[config.mk]
export PLATFORM = sky130hd
export DESIGN_NAME = stack_cpu_controller
export DESIGN_NICKNAME = d
export VERILOG_FILES = /design/src/rtl/stack_cpu_pkg.sv /design/src/rtl/stack_cpu_stack.sv /design/src/rtl/stack_cpu_controller.sv
export SDC_FILE = /design/constraint.sdc
export NUM_CORES = 1
export LEC_CHECK = 0
export BUFFER_PORTS_ARGS = -buffer_cell sky130_fd_sc_hd__clkbuf_2
export CAP_MARGIN = 20
export CORE_ASPECT_RATIO = 0.8
export CORE_UTILIZATION = 55
export DETAILED_ROUTE_END_ITERATION = 8
export PLACE_DENSITY = 0.75
export SYNTH_ARGS = -nofsm -noshare
export SYNTH_HDL_FRONTEND = slang
export SYNTH_SLANG_ARGS = --single-unit
[constraint.sdc]
create_clock -name clk -period 4.25 [get_ports clk]
set_input_delay 0.425 -clock clk [delete_from_list [all_inputs] [get_ports clk]]
set_output_delay 0.425 -clock clk [all_outputs]
set_load 0.05 [all_outputs]
[src/rtl/stack_cpu_pkg.sv]
// -----------------------------------------------------------------------------
// stack_cpu_pkg
// Shared definitions for the 8-bit stack processor core:
//   - ADDR_W / DATA_W   memory address and data widths
//   - OP_ADD .. OP_JZ   opcode values found in instruction bits [7:5]
//   - state_t           controller state encoding (ST_HALT is only entered
//                       when STACK_CPU_BOUNDS_CHECK_EN is defined)
//   - alu()             result of the stack-register ALU instructions
// -----------------------------------------------------------------------------
package stack_cpu_pkg;

   localparam int ADDR_W = 5;
   localparam int DATA_W = 8;

   localparam logic [2:0] OP_ADD  = 3'b000;
   localparam logic [2:0] OP_SUB  = 3'b001;
   localparam logic [2:0] OP_AND  = 3'b010;
   localparam logic [2:0] OP_NOT  = 3'b011;
   localparam logic [2:0] OP_PUSH = 3'b100;
   localparam logic [2:0] OP_POP  = 3'b101;
   localparam logic [2:0] OP_JMP  = 3'b110;
   localparam logic [2:0] OP_JZ   = 3'b111;

   typedef enum logic [1:0] {
      ST_FETCH  = 2'd0,
      ST_DECODE = 2'd1,
      ST_EXEC   = 2'd2,
      ST_HALT   = 2'd3
   } state_t;

   // Arithmetic wraps mod 256 by truncation to DATA_W bits.
   // SUB is TOS minus NOS.
   function automatic logic [DATA_W-1:0] alu(input logic [2:0]        op,
                                             input logic [DATA_W-1:0] t,
                                             input logic [DATA_W-1:0] n);
      logic [DATA_W-1:0] r;
      case (op)
         OP_ADD:  r = t + n;
         OP_SUB:  r = t - n;
         OP_AND:  r = t & n;
         default: r = ~t;
      endcase
      return r;
   endfunction

endpackage

[src/rtl/stack_cpu_stack.sv]
// -----------------------------------------------------------------------------
// stack_cpu_stack
// DEPTH x 8 LIFO register file holding the operand stack.
//   clk, rst   clock, synchronous active-high reset (clears count and contents)
//   push       write wdata at stack[sp], sp+1
//   pop        sp-1
//   wr_top     write wdata into the entry that is top after this cycle's pop
//              (pop+wr_top = binary op result, wr_top alone = replace top)
//   wdata      write data
//   tos, nos   combinational top / next-on-stack (tos is 0 when empty)
//   sp         number of valid entries; wraps in SPW bits, index wraps mod DEPTH
// -----------------------------------------------------------------------------
module stack_cpu_stack
   import stack_cpu_pkg::*;
#(
   parameter int DEPTH = 8,
   parameter int SPW   = $clog2(DEPTH) + 1
) (
   input  logic              clk,
   input  logic              rst,
   input  logic              push,
   input  logic              pop,
   input  logic              wr_top,
   input  logic [DATA_W-1:0] wdata,
   output logic [DATA_W-1:0] tos,
   output logic [DATA_W-1:0] nos,
   output logic [SPW-1:0]    sp
);

   localparam int IW = $clog2(DEPTH);

   logic [DATA_W-1:0] mem [DEPTH];
   logic [IW-1:0]     sp_lo;
   logic [IW-1:0]     tos_idx;
   logic [IW-1:0]     nos_idx;
   logic [IW-1:0]     wr_idx;

   // Index arithmetic is done in IW bits so it wraps mod DEPTH.
   assign sp_lo   = sp[IW-1:0];
   assign tos_idx = sp_lo - IW'(1);
   assign nos_idx = sp_lo - IW'(2);
   assign wr_idx  = push ? sp_lo : (pop ? nos_idx : tos_idx);

   assign tos = (sp == '0) ? '0 : mem[tos_idx];
   assign nos = mem[nos_idx];

   always_ff @(posedge clk) begin
      if (rst) begin
         sp <= '0;
         for (int i = 0; i < DEPTH; i++) begin
            mem[i] <= '0;
         end
      end else begin
         if (push) begin
            sp <= sp + SPW'(1);
         end else if (pop) begin
            sp <= sp - SPW'(1);
         end
         if (push || wr_top) begin
            mem[wr_idx] <= wdata;
         end
      end
   end

endmodule

[src/rtl/stack_cpu_controller.sv]
// -----------------------------------------------------------------------------
// stack_cpu_controller
// Multicycle control/datapath core of the 8-bit stack processor. Each
// instruction runs FETCH -> DECODE -> EXEC (3 cycles) against a 32x8 unified
// instruction/data memory and an internal operand stack.
//   clk, rst    clock, synchronous active-high reset
//   address     memory address            (Moore output)
//   readData    memory read enable        (Moore output)
//   writeData   memory write enable, memory writes at posedge
//   dataIn      memory write data (TOS during POP)
//   DorI        memory read data, combinational in address/readData
//   pc          program counter
//   tos         top of stack, 0 when empty
//   sp          number of valid stack entries
//   err         sticky stack-bounds error
// Optional feature macro: STACK_CPU_BOUNDS_CHECK_EN
//   defined   : stack over/underflow sets err and parks the FSM in ST_HALT
//   undefined : err tied 0, pointers wrap and the instruction just executes
// -----------------------------------------------------------------------------
module stack_cpu_controller
   import stack_cpu_pkg::*;
#(
   parameter int DEPTH = 8,
   parameter int SPW   = $clog2(DEPTH) + 1
) (
   input  logic              clk,
   input  logic              rst,
   output logic [ADDR_W-1:0] address,
   output logic              readData,
   output logic              writeData,
   output logic [DATA_W-1:0] dataIn,
   input  logic [DATA_W-1:0] DorI,
   output logic [ADDR_W-1:0] pc,
   output logic [DATA_W-1:0] tos,
   output logic [SPW-1:0]    sp,
   output logic              err
);

   state_t            state;
   state_t            state_next;
   logic [DATA_W-1:0] ir;
   logic [ADDR_W-1:0] pc_next;
   logic              ir_load;
   logic [2:0]        opcode;
   logic [ADDR_W-1:0] opaddr;
   logic              viol;
   logic              push;
   logic              pop;
   logic              wr_top;
   logic [DATA_W-1:0] wdata;
   logic [DATA_W-1:0] nos;
`ifdef STACK_CPU_BOUNDS_CHECK_EN
   logic              err_q;
   logic              err_set;
`endif

   assign opcode = ir[7:5];
   assign opaddr = ir[4:0];

   stack_cpu_stack #(
      .DEPTH (DEPTH),
      .SPW   (SPW)
   ) u_stack (
      .clk    (clk),
      .rst    (rst),
      .push   (push),
      .pop    (pop),
      .wr_top (wr_top),
      .wdata  (wdata),
      .tos    (tos),
      .nos    (nos),
      .sp     (sp)
   );

   always_ff @(posedge clk) begin
      if (rst) begin
         state <= ST_FETCH;
         pc    <= '0;
         ir    <= '0;
`ifdef STACK_CPU_BOUNDS_CHECK_EN
         err_q <= 1'b0;
`endif
      end else begin
         state <= state_next;
         pc    <= pc_next;
         if (ir_load) begin
            ir <= DorI;
         end
`ifdef STACK_CPU_BOUNDS_CHECK_EN
         err_q <= err_q | err_set;
`endif
      end
   end

`ifdef STACK_CPU_BOUNDS_CHECK_EN
   assign err = err_q;
`else
   assign err = 1'b0;
`endif

   always_comb begin
      state_next = state;
      pc_next    = pc;
      ir_load    = 1'b0;
      address    = pc;
      readData   = 1'b0;
      writeData  = 1'b0;
      dataIn     = '0;
      push       = 1'b0;
      pop        = 1'b0;
      wr_top     = 1'b0;
      wdata      = DorI;
      viol       = 1'b0;
`ifdef STACK_CPU_BOUNDS_CHECK_EN
      err_set    = 1'b0;
      case (opcode)
         OP_PUSH:                viol = (sp == SPW'(DEPTH));
         OP_POP, OP_NOT, OP_JZ:  viol = (sp == '0);
         OP_ADD, OP_SUB, OP_AND: viol = (sp < SPW'(2));
         default:                viol = 1'b0;
      endcase
`endif

      case (state)
         ST_FETCH: begin
            address    = pc;
            readData   = 1'b1;
            ir_load    = 1'b1;
            pc_next    = pc + ADDR_W'(1);
            state_next = ST_DECODE;
         end
         ST_DECODE: begin
            address    = opaddr;
            state_next = ST_EXEC;
         end
         ST_EXEC: begin
            address    = opaddr;
            state_next = ST_FETCH;
            // A violating instruction leaves stack, sp and pc untouched.
            case (opcode)
               OP_PUSH: begin
                  readData = 1'b1;
                  push     = ~viol;
               end
               OP_POP: begin
                  writeData = ~viol;
                  dataIn    = tos;
                  pop       = ~viol;
               end
               OP_ADD, OP_SUB, OP_AND: begin
                  pop    = ~viol;
                  wr_top = ~viol;
                  wdata  = alu(opcode, tos, nos);
               end
               OP_NOT: begin
                  wr_top = ~viol;
                  wdata  = alu(opcode, tos, nos);
               end
               OP_JMP: begin
                  pc_next = opaddr;
               end
               OP_JZ: begin
                  if (!viol && tos == '0) begin
                     pc_next = opaddr;
                  end
               end
               default: begin
               end
            endcase
`ifdef STACK_CPU_BOUNDS_CHECK_EN
            if (viol) begin
               err_set    = 1'b1;
               state_next = ST_HALT;
            end
`endif
         end
         default: begin
            // ST_HALT: memory interface quiet, only rst leaves.
            address = '0;
`ifdef STACK_CPU_BOUNDS_CHECK_EN
            state_next = ST_HALT;
`else
            state_next = ST_FETCH;
`endif
         end
      endcase
   end

endmodule

==> flow_summary.yaml <==
synth:
  synth-edff-count: 64
  syn_avg_cell_area_um2: 10.3
  synthArstFlopShare_pct: 0
  syn_inst: 514
  synth_cell_types: 61
  synth.area.top_cells: "edfxtp_1, mux4_2, dfxtp_1"
  syn-cell-area_mm2: 0.00532
  ys_seq_area_share_pct: 43.3
  synth.ff_latch_count: 83
  ys.flop_type: "edfxtp_1"
  syn_nets: 541
  synth_top_cell_by_area: "edfxtp_1"
  synth_top_area_share_pct: 36.2
  ys.warnings.count: 0
drt:
  avgViaCountPerCell: 6.60
  ant_nets: 0
  firstDrtPassIters: 8
  avgRoutedWirePerCell_um: 21.9
  drt-total-wl_mm: 14.8
  vias: 4451
  drtIter0Drc: 650
  route.detailed.drc: 3
global_routing:
  grt_pass1_wl_mm: 23.5
  grt_overflow: 0
  grt_max_degree: 35
  grt_pass1_vias: 4154
  antenna_found_initial: 0
  grt_use_total_pct: 31.7
cells_and_area:
  layout_commonest_cell: "nor2_1"
  seqCellArea_mm2: 0.00231
  multi_input_area_mm2: 0.00283
  layout_common_cells: "nor2_1, edfxtp_1, clkbuf_2"
  antenna_cells: 0
  drive_gt1_share_pct: 21.3
  area_growth_pct: 12.1
  finalNetCount: 581
  fillers: 738
worst_setup_path:
  critPathLaunch: "u_stack.sp[0]"
  regToRegSetupSlack_ns: 0.25
  crit_buf_inv: 1
  critPathMaxStageDelay_ns: 0.59
  critPathTopFamily: "compound AO/OA/AOI/OAI gates"
  crit_arrival_ns: 4.08
  crit_fanout: 9
  critPathKind: "flip-flop to flip-flop"
  worstSetupStartpointType: "flip-flop"
  path_cells: "inv_2, ha_1, mux4_2, o21ai_0, nand2_2, fa_1, a21o_1, a21oi_1, o21bai_1, a21oi_1, xnor2_1, o21ai_0, o21a_2, nor2_1"
  worst_ep_required_time_ns: 4.33
  r2r_start: "u_stack.sp[0]"
  crit_path_end_kind: "flip-flop"
  crit_slowest_cell: "ha_1"
floorplanning:
  num_io_pins: 43
  start_util_pct: 57.6
  fp.dieArea_mm2: 0.0101
  die_y_um: 89.9
  core_mm2: 0.00923
  rows: 31
  die_x_um: 112
timing:
  max_freq_mhz: 250
  worst_slack_ns: 0.251
  drv_slew: 0
  worstMarginPinSlew_ns: 0.864
  rsz0062_at_grt: "false"
  final.min_clock_period_ns: 4.00
  skew_ns: 0.00732
  fin_crit_sh_pct: 94.1
  fin_tns_setup_ns: 0
  setup_viol: 0
  max-slew-margin-rel_pct: 42.4
  hold_viol: 0
place:
  port_buffers: 41
  hpwl_mm: 10.3
  place_ws_ns: 0.201
  gp_congestion: 1.02
clocking:
  clock_path_buffers: 2
  cts.htree.levels: 3
  clkTransAtPathRegs_ns: 0.06
  post_cts_buffers: 0
  cts_made_buffers: 9
  cts-root-buf: "clkbuf_16"
  cts.sinks: 83
  clkLatencyLatePin_ns: 0.35
  cts_tree: "built"
outcome:
  status: "complete, but fails checks"
  violations: "design-rule violations"
hold_path:
  worstHoldStart: "DorI[6]"
  worst_hold_path_type: "input port to flip-flop"
power:
  p_per_area_mw_per_mm2: 405
  p_leak_nw: 2.32
  ir_drop_uv: 311
job:
  max_cap_viol_count: 0
stage by stage:
stage | cell area (µm²) | hold slack, ns | util, % | instances | total power, mW
floorplan | 5330 | 0.484 | - | 514 | 1.47
global placement | 5660 | 0.503 | 61.3 | 658 | 1.62
detailed placement | 5660 | 0.534 | 61.3 | 658 | 1.62
CTS | 5950 | 0.324 | 64.5 | 674 | 2.41
global route | 5960 | 0.347 | 64.6 | 674 | 2.51
finish | 5960 | 0.327 | 64.6 | 674 | 2.41
power breakdown:
group	switching, mW	internal, mW
combinational	0.429	0.250
clock	0.331	0.453
sequential	0.0373	0.912
total	0.798	1.62
repair_timing:
| action | 4_1_cts | 5_1_grt |
|---|---|---|
| gates resized for setup | 0 | 2 |
| setup endpoints to repair | 0 | 24 |
| hold buffers | 0 | 0 |
cells by family after synthesis:
logic type,after synthesis,share of synthesized area [%]
simple gates,192,16.3
compound gates,107,12.6
flops,83,43.3
mux,56,17.1
buf+inv,42,3.65
fa+ha+maj,17,4.28
xor+xnor,16,2.64
other cells,1,0.0706
routing by layer:
layer  global-route usage, %  vias up  routed length (µm)
li1                        -     1976                   -
met1                    46.4     2127                5900
met2                    46.7      305                6630
met3                    6.07       43                1820
met4                    11.8        0                 404
met5                       0        -                   0
tightest hold or removal path: cells and delay by family:
kind / cells / cell delay [ns]
buf+inv: 1 / 0.09
simple gates: 1 / 0.07
mux: 1 / 0.06
path summary, 6_finish.rpt:
kind,to,depth (start not counted)
setup reg to reg,u_stack.mem[1][6],14
setup / recovery,u_stack.mem[1][6],14
hold / removal,ir[6],3
hold reg to reg,ir[1],2
synthesized netlist by cell type (5+ instances only):
master    number
ha_1          15
dfxtp_1       19
nor2b_1        7
inv_1          8
nand3_1       13
xnor2_1       11
a22oi_1        6
mux4_2        26
buf_2          5
nand2b_1      13
o21ai_1       15
nor2_1        96
clkbuf_1      16
a21oi_1       32
edfxtp_1      64
mux2i_1       25
xor2_1         5
nand2_1       35
o21ai_0       18
nor3_1         8
sequential cells by signal (all words and copies together) (netlist names):
signal       cells
ir               8
u_stack.sp       4
u_stack.mem     64
state            2
pc               5
cell type report:
cell class / instances / area share, %
Multi-Input combinational cell: 389 / 47.5
Sequential cell: 83 / 38.7
Timing Repair Buffer: 58 / 5.58
Clock buffer: 9 / 3.78
Tap cell: 115 / 2.41
Clock inverter: 7 / 1.13
Inverter: 13 / 0.819
(Power assumes the default switching activity.)
